### src/rtl/voice_alloc_pkg.sv
// Shared definitions for the voice allocator: FSM states, event encoding, field widths.
// No logic, so no latency.
// No backpressure.
package voice_alloc_pkg;

    localparam int NOTE_W = 7;
    localparam int VEL_W  = 7;

    typedef enum logic [1:0] {
        IDLE   = 2'd0,
        SCAN   = 2'd1,
        COMMIT = 2'd2
    } state_t;

    typedef enum logic {
        EV_ON  = 1'b0,
        EV_OFF = 1'b1
    } ev_t;

    typedef struct packed {
        ev_t               typ;
        logic [NOTE_W-1:0] note;
        logic [VEL_W-1:0]  vel;
    } event_t;

    // A note-on and a note-off in the same cycle is a velocity-0 note-on, i.e. a release.
    function automatic event_t decode_event(input logic off,
                                            input logic [NOTE_W-1:0] num,
                                            input logic [VEL_W-1:0] vel);
        event_t ev;
        ev.typ  = off ? EV_OFF : EV_ON;
        ev.note = num;
        ev.vel  = vel;
        return ev;
    endfunction

endpackage

### src/rtl/voice_alloc_if.sv
// Parser-side event inputs and per-voice outputs of the voice allocator.
// Pure wiring, no latency.
// No backpressure: overflowing events are reported on evt_dropped.
interface voice_alloc_if #(parameter int VOICES = 4);
    import voice_alloc_pkg::*;

    logic                     note_on;
    logic                     note_off;
    logic [NOTE_W-1:0]        note_num;
    logic [VEL_W-1:0]         note_vel;
    logic [VOICES-1:0]        voice_gate;
    logic [VOICES-1:0]        voice_trig;
    logic [NOTE_W*VOICES-1:0] voice_note;
    logic [VEL_W*VOICES-1:0]  voice_vel;
    logic                     busy;
    logic                     evt_dropped;

    modport master (
        output note_on, note_off, note_num, note_vel,
        input  voice_gate, voice_trig, voice_note, voice_vel, busy, evt_dropped
    );

    modport slave (
        input  note_on, note_off, note_num, note_vel,
        output voice_gate, voice_trig, voice_note, voice_vel, busy, evt_dropped
    );

endinterface

### src/rtl/voice_slot.sv
// One voice slot: gate, note, velocity and saturating age of a single voice.
// Updates visible one cycle after the command; trig is a one-cycle pulse.
// No backpressure; load_on wins over release_en, which wins over age_inc.
module voice_slot
    import voice_alloc_pkg::*;
#(
    parameter int AGE_W = 4
) (
    input  logic              clk,
    input  logic              rst,
    input  logic              load_on,
    input  logic              release_en,
    input  logic              age_inc,
    input  logic [NOTE_W-1:0] note_in,
    input  logic [VEL_W-1:0]  vel_in,
    output logic              gate,
    output logic              trig,
    output logic [NOTE_W-1:0] note,
    output logic [VEL_W-1:0]  vel,
    output logic [AGE_W-1:0]  age
);

    // Slot state; a steal is just a load_on on a gated slot, so the gate never drops.
    always_ff @(posedge clk or posedge rst) begin
        if (rst) begin
            gate <= 1'b0;
            trig <= 1'b0;
            note <= '0;
            vel  <= '0;
            age  <= '0;
        end else begin
            trig <= load_on;
            if (load_on) begin
                gate <= 1'b1;
                note <= note_in;
                vel  <= vel_in;
                age  <= '0;
            end else if (release_en) begin
                gate <= 1'b0;
                age  <= '0;
            end else if (age_inc && gate && (age != '1)) begin
                age <= age + AGE_W'(1);
            end
        end
    end

endmodule

### src/rtl/voice_alloc.sv
// Polyphonic voice allocator: scans slots for match/free/oldest, then commits one event.
// Event in IDLE at cycle 0 is visible on outputs at cycle VOICES+2.
// No backpressure: one pending entry; further events while busy are dropped (evt_dropped).
module voice_alloc
    import voice_alloc_pkg::*;
#(
    parameter int VOICES = 4,
    parameter int AGE_W  = 4
) (
    input  logic          clk,
    input  logic          rst,
    voice_alloc_if.slave  bus
);

    localparam int IDX_W = $clog2(VOICES);

    state_t             state_q, state_d;
    logic [IDX_W-1:0]   idx_q;
    event_t             cur_q, pend_q, in_ev;
    logic               pend_vld_q, drop_q, in_vld;
    logic               take_in, take_pend, store_pend, clr_pend, drop;

    logic               match_vld_q, free_vld_q, old_vld_q;
    logic [IDX_W-1:0]   match_idx_q, free_idx_q, old_idx_q, tgt;
    logic [AGE_W-1:0]   old_age_q;
    logic [VOICES-1:0]  off_mask_q;

    logic [VOICES-1:0]  gate, trig, load_on, release_en, age_inc;
    logic [NOTE_W-1:0]  note_s [VOICES];
    logic [VEL_W-1:0]   vel_s  [VOICES];
    logic [AGE_W-1:0]   age_s  [VOICES];
    logic               hit;

    assign in_vld = bus.note_on | bus.note_off;
    assign in_ev  = decode_event(bus.note_off, bus.note_num, bus.note_vel);

    // State register.
    always_ff @(posedge clk or posedge rst) begin
        if (rst) state_q <= IDLE;
        else     state_q <= state_d;
    end

    // Next state and event routing between input, pending buffer and cur.
    always_comb begin
        state_d    = state_q;
        take_in    = 1'b0;
        take_pend  = 1'b0;
        store_pend = 1'b0;
        clr_pend   = 1'b0;
        drop       = 1'b0;
        case (state_q)
            IDLE: begin
                if (in_vld) begin
                    state_d = SCAN;
                    take_in = 1'b1;
                end
            end
            SCAN: begin
                if (idx_q == IDX_W'(VOICES - 1)) state_d = COMMIT;
                if (in_vld) begin
                    if (pend_vld_q) drop = 1'b1;
                    else            store_pend = 1'b1;
                end
            end
            COMMIT: begin
                // Pending is older than anything arriving now, so it goes first;
                // its slot frees up in the same cycle for the newcomer.
                if (pend_vld_q) begin
                    state_d   = SCAN;
                    take_pend = 1'b1;
                    if (in_vld) store_pend = 1'b1;
                    else        clr_pend   = 1'b1;
                end else if (in_vld) begin
                    state_d = SCAN;
                    take_in = 1'b1;
                end else begin
                    state_d = IDLE;
                end
            end
            default: state_d = IDLE;
        endcase
    end

    // Current event, pending buffer, scan index and the delayed drop pulse.
    always_ff @(posedge clk or posedge rst) begin
        if (rst) begin
            cur_q      <= '0;
            pend_q     <= '0;
            pend_vld_q <= 1'b0;
            drop_q     <= 1'b0;
            idx_q      <= '0;
        end else begin
            drop_q <= drop;
            if (take_in)        cur_q <= in_ev;
            else if (take_pend) cur_q <= pend_q;
            if (store_pend) begin
                pend_q     <= in_ev;
                pend_vld_q <= 1'b1;
            end else if (clr_pend) begin
                pend_vld_q <= 1'b0;
            end
            if (state_q == SCAN) idx_q <= idx_q + IDX_W'(1);
            else                 idx_q <= '0;
        end
    end

    assign hit = gate[idx_q] && (note_s[idx_q] == cur_q.note);

    // Candidate registers: cleared when a new event enters the scan, updated one slot per cycle.
    always_ff @(posedge clk or posedge rst) begin
        if (rst) begin
            match_vld_q <= 1'b0;
            match_idx_q <= '0;
            free_vld_q  <= 1'b0;
            free_idx_q  <= '0;
            old_vld_q   <= 1'b0;
            old_idx_q   <= '0;
            old_age_q   <= '0;
            off_mask_q  <= '0;
        end else if (take_in || take_pend) begin
            match_vld_q <= 1'b0;
            free_vld_q  <= 1'b0;
            old_vld_q   <= 1'b0;
            off_mask_q  <= '0;
        end else if (state_q == SCAN) begin
            if (hit && !match_vld_q) begin
                match_vld_q <= 1'b1;
                match_idx_q <= idx_q;
            end
            if (!gate[idx_q] && !free_vld_q) begin
                free_vld_q <= 1'b1;
                free_idx_q <= idx_q;
            end
            // Strict compare keeps the lowest index on equal ages.
            if (gate[idx_q] && (!old_vld_q || (age_s[idx_q] > old_age_q))) begin
                old_vld_q <= 1'b1;
                old_idx_q <= idx_q;
                old_age_q <= age_s[idx_q];
            end
            if (hit) off_mask_q[idx_q] <= 1'b1;
        end
    end

    // Commit decode: match, else free, else oldest for note-on; masked release for note-off.
    always_comb begin
        tgt        = match_vld_q ? match_idx_q : (free_vld_q ? free_idx_q : old_idx_q);
        load_on    = '0;
        release_en = '0;
        age_inc    = '0;
        if (state_q == COMMIT) begin
            for (int i = 0; i < VOICES; i++) begin
                if (cur_q.typ == EV_ON) begin
                    load_on[i] = (tgt == IDX_W'(i));
                    age_inc[i] = 1'b1;
                end else begin
                    release_en[i] = off_mask_q[i];
                end
            end
        end
    end

    for (genvar i = 0; i < VOICES; i++) begin : g_slot
        voice_slot #(.AGE_W(AGE_W)) u_slot (
            .clk        (clk),
            .rst        (rst),
            .load_on    (load_on[i]),
            .release_en (release_en[i]),
            .age_inc    (age_inc[i]),
            .note_in    (cur_q.note),
            .vel_in     (cur_q.vel),
            .gate       (gate[i]),
            .trig       (trig[i]),
            .note       (note_s[i]),
            .vel        (vel_s[i]),
            .age        (age_s[i])
        );
        assign bus.voice_note[NOTE_W*i +: NOTE_W] = note_s[i];
        assign bus.voice_vel[VEL_W*i +: VEL_W]    = vel_s[i];
    end

    assign bus.voice_gate  = gate;
    assign bus.voice_trig  = trig;
    assign bus.busy        = (state_q != IDLE);
    assign bus.evt_dropped = drop_q;

endmodule
### src/flat_wrapper.sv
// flat-port wrapper written by rule: the top's interface ports become plain ports
module voice_alloc_flat import voice_alloc_pkg::*;
#(
    parameter int VOICES = 4,
    parameter int AGE_W  = 4
)
  (clk, rst, bus_note_on, bus_note_off, bus_note_num, bus_note_vel, bus_voice_gate, bus_voice_trig, bus_voice_note, bus_voice_vel, bus_busy, bus_evt_dropped);
  voice_alloc_if #(.VOICES(VOICES)) bus_i ();
  input  logic clk;
  input  logic rst;
  input wire logic [$bits(bus_i.note_on)-1:0] bus_note_on;
  input wire logic [$bits(bus_i.note_off)-1:0] bus_note_off;
  input wire logic [$bits(bus_i.note_num)-1:0] bus_note_num;
  input wire logic [$bits(bus_i.note_vel)-1:0] bus_note_vel;
  output wire logic [$bits(bus_i.voice_gate)-1:0] bus_voice_gate;
  output wire logic [$bits(bus_i.voice_trig)-1:0] bus_voice_trig;
  output wire logic [$bits(bus_i.voice_note)-1:0] bus_voice_note;
  output wire logic [$bits(bus_i.voice_vel)-1:0] bus_voice_vel;
  output wire logic [$bits(bus_i.busy)-1:0] bus_busy;
  output wire logic [$bits(bus_i.evt_dropped)-1:0] bus_evt_dropped;
  assign bus_i.note_on = bus_note_on;
  assign bus_i.note_off = bus_note_off;
  assign bus_i.note_num = bus_note_num;
  assign bus_i.note_vel = bus_note_vel;
  assign bus_voice_gate = bus_i.voice_gate;
  assign bus_voice_trig = bus_i.voice_trig;
  assign bus_voice_note = bus_i.voice_note;
  assign bus_voice_vel = bus_i.voice_vel;
  assign bus_busy = bus_i.busy;
  assign bus_evt_dropped = bus_i.evt_dropped;
  voice_alloc #(.VOICES(VOICES), .AGE_W(AGE_W)) u_core (.clk(clk), .rst(rst), .bus(bus_i));
endmodule
### config.mk
export PLATFORM = sky130hd
export DESIGN_NAME = voice_alloc_flat
export DESIGN_NICKNAME = d
export VERILOG_FILES = /design/src/rtl/voice_alloc_pkg.sv /design/src/rtl/voice_alloc_if.sv /design/src/rtl/voice_slot.sv /design/src/rtl/voice_alloc.sv /design/src/flat_wrapper.sv
export SDC_FILE = /design/constraint.sdc
export NUM_CORES = 1
export LEC_CHECK = 0
export CORE_MARGIN = 3
export CORE_UTILIZATION = 32
export CTS_CLUSTER_SIZE = 25
export DETAILED_ROUTE_END_ITERATION = 10
export PLACE_DENSITY = 0.54
export SYNTH_ARGS = -nofsm -noshare
export SYNTH_HDL_FRONTEND = slang
export SYNTH_SLANG_ARGS = --single-unit
### constraint.sdc
create_clock -name clk -period 11.7 [get_ports clk]
set_clock_uncertainty 0.05 [all_clocks]
set_input_delay 2.34 -clock clk [delete_from_list [all_inputs] [get_ports clk]]
set_output_delay 2.34 -clock clk [all_outputs]
set_load 0.01 [all_outputs]
Word level (Yosys, flattened, before mapping) --
Index checks and enable logic that the tools add are counted.
Cells by class: $add $sub $neg 5, multiply operators 0, div/mod/pow operators 0, order comparisons 4, equality and inequality tests 13, shift operators 0, muxes and demuxes 81, bitwise operators 4, reduce and logical (&&, ||, !) cells 45
Operators with widths (number):
- 4-bit 2-to-1 mux | 20
- 1-bit 2-to-1 mux | 44
- 15-bit 2-to-1 mux | 2
- 2-bit nonzero test | 12
- 4-bit by 1-bit adder with 4-bit output (second input constant) | 4
- 4-bit inequality test (second input constant) | 4
- 7-bit binary-select mux with 2-bit select | 1
- 7-bit 2-to-1 mux | 2
- 1-bit logical AND | 13
- 2-bit 2-to-1 mux | 6
- 3-bit nonzero test | 4
- 2-bit AND reduction | 5
- 3-bit AND reduction | 3
- 4-bit binary-select mux with 2-bit select | 1
- 2-bit == test (second input constant) | 4
- 7-bit == test | 1
- 2-bit case mux with 3 select lines | 1
- 2-bit by 1-bit == test with 1-bit output (second input constant) | 2
- 4-bit greater-than comparator | 1
- 1-bit zero test | 4
- 2-bit zero test | 2
- 2-bit by 1-bit inequality test with 1-bit output (second input constant) | 2
- 4-bit OR | 1
- 1-bit case mux with 2 select lines | 2
- other kinds (10) | 11
Word-level totals: register bits 133, bits in latches 0, bits in writable memories 0, bits in read-only memories 0, logic and storage cells 190, memories 0

Longest topological paths before layout --
depth in word-level cells 10, mapped depth 11, depth with buffers taken out 8

By module --
From an unflattened synthesis, not the netlist that was laid out.
Unflattened totals: cell total of the unflattened synthesis 486, area total of the unflattened synthesis 6112.1 um^2
By module, submodules not included:
- voice_slot | instances 4, cells an instance 57, area an instance 798.3 um^2, seq. area each 500.5 um^2
- voice_alloc | instances 1, cells an instance 258, area an instance 2919.0 um^2, seq. area each 1326.3 um^2

Worst setup path after synthesis --
No wires, ideal clock.
kind input port to flip-flop, start input bus_note_off, end register u_core.old_age_q[0], arrival time 3560 ps, required time 11525 ps, setup slack 7966 ps, stages on the path 6, path buffers 2, cells stage by stage clkbuf_1 > nor2_1 > o2bb2ai_1 > buf_2 > o211ai_1 > mux2_2
On the way: longest elaborated chain between the ends 7
RTL lines:
- start: declaration | line flat_wrapper.sv:12 | input wire logic [$bits(bus_i.note_off)-1:0] bus_note_off;
- 1-bit OR (*) | line voice_alloc.sv:34 | assign in_vld = bus.note_on | bus.note_off;
- 1-bit 2-to-1 mux (*) | line voice_alloc.sv:53, voice_alloc.sv:73
- 1-bit 2-to-1 mux | line voice_alloc.sv:68 | if (pend_vld_q) begin
- 1-bit case mux with 2 select lines (*) | line voice_alloc.sv:51 | case (state_q)
- 1-bit logical OR (*) | line voice_alloc.sv:120 | end else if (take_in || take_pend) begin
- 1-bit inverter (no source line) (*)
- 3-bit AND reduction (no source line) (*)
- end signal: assignment | line voice_alloc.sv:138 | old_age_q <= age_s[idx_q];
- end: declaration | line voice_alloc.sv:25 | logic [AGE_W-1:0] old_age_q;
Mark *: on every way between the ends. The rest lies on a longest branch, timed or not. A chain may end at the register's enable or synchronous reset.

Worst setup path after layout --
start input bus_note_off, end register u_core.old_age_q[3]
The elaborated chain is that of the path after synthesis.

==> flow_metrics.tcl <==
set metrics [dict create \
    status "finished, final reports clean" \
    start_kind "input port" \
    fin_hold_ws_ps 430 \
    worst_slack_ps 7460 \
    peakVddDrop_mv 0.112 \
    fin_util 0.419 \
    rsz0062_at_grt "false" \
    synth_edf_count 0 \
    antenna_found_initial 0 \
    worstHoldStart "u_core.old_vld_q" \
    synthesis.area_mm2 0.00623 \
    path_class "input port to flip-flop" \
    arrival_ps 4490 \
    endpoint_kind "flip-flop" \
    crit_fanout 11 \
    dpl_cell_area_mm2 0.00725 \
    synth_ff_type "dfrtp_1" \
    synth.most_common_cell "dfrtp_1" \
    maxCapViolCount 0 \
    clock_sinks 133 \
    reg2regPathDepth 6 \
    rrSetupSlack_ps 8150 \
    synthTopCellsByArea "dfrtp_1 (53%), mux2_2 (15%), mux2i_1 (4.5%)" \
    rows 50 \
    cts_setup_buffers 0 \
    port_buffers 83 \
    avgSynthCellArea_um2 12.9 \
    dpl.hpwl_um 9940 \
    htreeDepth 4 \
    first_pass_iters 4 \
    clock_latency_ps 410 \
    min_path_cells 2 \
    grt_pass1_wl_um 23500 \
    stdcell_area_mm2 0.00791 \
    post_synth_num_cell_types 50 \
    synthTopCellsByCount "dfrtp_1 (133), mux2_2 (81), nor2_1 (34)" \
    fin_crit_ps 4240 \
    clockBufferDepth 2 \
    ys_seq_area_frac 0.534 \
    slew_viol_final 0 \
    yosys_warnings 0 \
    drive_gt1_frac 0.241 \
    diodes 0 \
    cts_hold_buf 0 \
    viasPerCell 4.82 \
    fin_crit_sh 0.363 \
    fmax_mhz 236 \
    ff_latch_area_mm2 0.00333 \
    worstHoldEndpoint "u_core.old_vld_q" \
    core_area_mm2 0.0189 \
    ioPinCount 84 \
    synth_top_area_share 0.534 \
    grt_overflow_total 0 \
    nNetsFinal 594 \
    wl_um 14500 \
    setup_viol 0 \
    relSlewSlack 0.279 \
    multi_input_area_mm2 0.00267 \
    place_congestion 0.770 \
    worst_r2r_startpoint "u_core.state_q[0]" \
    fp.dieW_um 146 \
    ctsRootBufferMaster "clkbuf_16" \
    cts_resized 0 \
    required_ps 11940 \
    first_global_vias 4263 \
    async_flop_share 1.00 \
    finalHoldViolations 0 \
    grt_usage 0.141 \
    dp_worst_setup_slack_ps 7070 \
    syn_nets 517 \
    drcViolationCount 0 \
    ys_ff_latch 133 \
    vias 4009 \
    ant_nets 0 \
    first_iter_violations 145 \
    reg2reg_to "u_core.g_slot[0].u_slot.note[1]" \
    hold_class "flip-flop to flip-flop" \
    wire_per_inst_um 17.4 \
    grt_max_degree 75 \
    die_h_um 146 \
    cts_buffers 17 \
    start_util 0.330 \
    cts_tree "built" \
    worst_pin_slew_ps 1080 \
    die_area_mm2 0.0212 \
    netlist_instances 483 \
    p_leak_nw 3.66 \
    num-fill-cells 1794 \
    p_per_area_mw_per_mm2 251 \
    setup_tns_ps 0 \
    yosys.area.top_type "dfrtp_1" \
    area_delta_synth_final_pct 27.0 \
    path_clk_slew_ps 60 \
]
## cells by family after synthesis
logic type / after synthesis / share of synthesized area
adders and majority gates: 16 / 0.0321
and+or+nand+nor: 103 / 0.0890
DFF: 133 / 0.534
muxes: 120 / 0.228
AOI/OAI and AO/OA: 53 / 0.0552
buffers and inverters: 43 / 0.0376
xor gates and xnor gates: 15 / 0.0235
## cell usage in the layout (no fill, tap or decap), drive strengths merged, types with 8 or more instances in the layout
| master | instances |
|---|---|
| nand2 | 16 |
| nand3 | 19 |
| xnor2 | 9 |
| mux2 | 83 |
| ha | 16 |
| mux2i | 28 |
| dfrtp | 133 |
| clkdlybuf4s50 | 83 |
| mux4 | 9 |
| clkbuf | 20 |
| o21ai | 8 |
| a21oi | 21 |
| nor2 | 35 |
| inv | 13 |
## metrics by stage
stage	instances	total power, mW
final	832	1.98
after global routing	832	2.10
after CTS	832	2.01
after detailed placement	801	1.40
after global placement	801	1.38
after floorplan	483	1.13
## worst max-delay path by stage
stage | from | depth (start not counted) | slack, ps | end
floorplan | rst | 1 | 5760 | u_core.bus.evt_dropped
global route | bus_note_off | 5 | 7370 | u_core.old_age_q[0]
global placement | bus_note_off | 6 | 7180 | u_core.match_idx_q[0]
detailed placement | bus_note_off | 5 | 7070 | u_core.old_age_q[3]
CTS | bus_note_off | 5 | 7510 | u_core.old_age_q[3]
finish | bus_note_off | 5 | 7460 | u_core.old_age_q[3]
## critical path, stage by stage
cell and delay (ps):
clkdlybuf4s50_1 520, nor2_1 310, o2bb2ai_1 430, o211ai_1 490
mux2_2 400
## state kept, by name, indices dropped and copies added, names as in the netlist, 4 cells and up
signal	count
u_core.cur_q	15
u_core.g_slot.u_slot.age	16
u_core.g_slot.u_slot.trig	4
u_core.g_slot.u_slot.note	28
u_core.off_mask_q	4
u_core.pend_q	15
u_core.old_age_q	4
u_core.g_slot.u_slot.gate	4
u_core.g_slot.u_slot.vel	28
## power breakdown
part | internal (mW) | switching (mW)
Sequential | 0.603 | 0.132
Combinational | 0.352 | 0.300
Clock | 0.395 | 0.201
Total | 1.35 | 0.633
## final cells by class
type,count,area share
Inverter,13,0.00648
Timing Repair Buffer,88,0.110
Clock inverter,11,0.0251
Clock buffer,20,0.0590
Multi-Input combinational cell,307,0.338
Tap cell,260,0.0411
Sequential cell,133,0.421
## layer usage
layer	track usage	part of all wire	vias up
li1	-	-	1852
met2	0.226	0.48	93
met5	0	0	-
met1	0.179	0.45	2046
met3	0.0514	0.056	18
met4	0.0432	0.014	0
Note: power is estimated with default switching activity, not from simulation.
==> RTL edit (same settings) <==
`AGE_W` is set to 4 in 3 places; all go to 6.
--- a/src/rtl/voice_slot.sv
+++ b/src/rtl/voice_slot.sv
@@ -5,5 +5,5 @@
     import voice_alloc_pkg::*;
 #(
-    parameter int AGE_W = 4
+    parameter int AGE_W = 6
 ) (
     input  logic              clk,
--- a/src/rtl/voice_alloc.sv
+++ b/src/rtl/voice_alloc.sv
@@ -6,5 +6,5 @@
 #(
     parameter int VOICES = 4,
-    parameter int AGE_W  = 4
+    parameter int AGE_W  = 6
 ) (
     input  logic          clk,
--- a/src/flat_wrapper.sv
+++ b/src/flat_wrapper.sv
@@ -3,5 +3,5 @@
 #(
     parameter int VOICES = 4,
-    parameter int AGE_W  = 4
+    parameter int AGE_W  = 6
 )
   (clk, rst, bus_note_on, bus_note_off, bus_note_num, bus_note_vel, bus_voice_gate, bus_voice_trig, bus_voice_note, bus_voice_vel, bus_busy, bus_evt_dropped);
Function: same outputs for any inputs over 10 cycles, from zero or initial values and one cycle with rst high; that may be too few to reach the edited logic, so the function may still have changed.
==> RTL edit against the original RTL <==
Final area rose by 3.3%; synthesized area grew 4.9%; routed wire length up 6.9%; hold slack better by 19 ps; total power is 13% lower; sequential share of layout area up 1.7 points; combinational power down 21%; setup slack gained 79 ps; sequential cell count increased by 10; utilization down 0.56 points; die area grew 4.7%; maximum frequency up 1.9%; critical path depth is 1 higher.
==> RTL edit: results (changes against the original RTL) <==
status=complete, no violations; crit-path max FO=30 (+19); first-pass GRT wire length=25.4 mm (+8.0%); Sw Ratio=32.5% (+0.62 points); Post-Layout Cell Count=875 (+5.2%); Flop+latch power=0.726 mW (-1%); Final HPWL DP=10.5 mm (+5.7%); Total GRT Usage=14.7% (+0.64 points); largest net degree at the start of global routing=73 (-2.7%); crit path DAT=4410 ps (-80 ps); R2R Setup Slk=8440 ps (+290 ps); Post-DP Area=0.00764 sq mm (+5.4%); number of setup buffers added after CTS=0 (unchanged); Placed Cells=843 (+5.2%); gp weighted congestion=0.811 (+5.4%); R2R depth=5 (-1); Leakage=3.83 nW (+4.4%); Starting DRT DRC Count=196 (+35%); vias in the first global route=4593 (+7.7%); critical path endpoint=u_core.old_age_q[4]$_DFFE_PP0P_; Max VDD drop=0.000111 V (-0.94%); Yosys cell types=35 (-30%); worst r2r src=u_core.state_q[0]$_DFFE_PP0P_; Largest stage delay, worst path=500 ps (-20 ps); Setup WS pre-CTS=7120 ps (+49.0 ps); routed vias=4174 (+4.1%); syn_area_per_cell=12.8 sq um (-0.88%); top cells by area, synth=dfrtp_1 (55%), mux2_2 (15%), mux2i_1 (3.5%), ha_1 (3.4%), mux4_1 (2.8%); family with the most delay on the worst path=buffers and inverters; synthesized net count=547 (+5.8%); drt wl/cell=17.7 um (+1.7%); post-synthesis sequential area ratio=54.8% (+1.4 points)
RTL edit: changes by cell type after synthesis, moves of 5 or more:
cell | before | now
a22o_1 | 5 | 0
dfrtp_1 | 133 | 143
inv_1 | 13 | 19
mux2i_1 | 28 | 23
mux4_1 | 1 | 7
nand2_1 | 16 | 31
nand3_1 | 19 | 4
nand4_1 | 2 | 9
nor2_1 | 34 | 47
xor2_1 | 6 | 16
RTL edit: layout make-up:
type                       instances  area (sq um)
fill                            1879         11600
sequential                       143          3580
multi-input combinational        325          2760
timing repair buffer              91           891
clock buffer                      18           429
tap                              265           332
clock inverter                    14           105
inverter                          19          76.3
RTL edit: cell families (layout without fill, tap and decap cells):
| kind of cell | after synthesis | after routing | share of synthesized area, % |
|---|---|---|---|
| AO/OA/AOI/OAI | 53 | 53 | 4.69 |
| flip-flops | 143 | 143 | 54.8 |
| multiplexers | 121 | 121 | 23.1 |
| adder cells (fa/ha/maj) | 18 | 18 | 3.45 |
| AND/OR/NAND/NOR | 106 | 106 | 7.28 |
| XOR/XNOR | 27 | 27 | 3.62 |
| buffers and inverters | 43 | 142 | 3.10 |
RTL edit: worst min path at each step:
stage | start | to
global route | u_core.g_slot[0].u_slot.vel[4]$_DFFE_PP0P_ | u_core.g_slot[0].u_slot.vel[4]$_DFFE_PP0P_
floorplan | u_core.off_mask_q[0]$_DFFE_PP0P_ | u_core.off_mask_q[0]$_DFFE_PP0P_
CTS | u_core.off_mask_q[0]$_DFFE_PP0P_ | u_core.off_mask_q[0]$_DFFE_PP0P_
global placement | u_core.off_mask_q[2]$_DFFE_PP0P_ | u_core.off_mask_q[2]$_DFFE_PP0P_
finish | u_core.off_mask_q[0]$_DFFE_PP0P_ | u_core.off_mask_q[0]$_DFFE_PP0P_
detailed placement | u_core.off_mask_q[0]$_DFFE_PP0P_ | u_core.off_mask_q[0]$_DFFE_PP0P_
RTL edit: metrics by stage:
| step | hold WS (ps) | power (mW) |
|---|---|---|
| after floorplan | 399 | 1.04 |
| after global placement | 419 | 1.23 |
| after detailed placement | 433 | 1.25 |
| after CTS | 448 | 1.76 |
| after global routing | 466 | 1.84 |
| final | 449 | 1.73 |
RTL edit: tightest hold or removal path: cells and delay by family (launching register included):
family | cells | cell delay [ps]
DFF | 1 | 350
AOI/OAI and AO/OA | 1 | 70
and+or+nand+nor | 1 | 50
RTL edit: metal layers:
layer	vias up	track usage [%]	share of wire, %
met5	-	0	0
met2	91	24.1	49
met3	17	5.56	6.0
met1	2097	18.5	44
met4	0	3.89	1.2
li1	1969	-	-
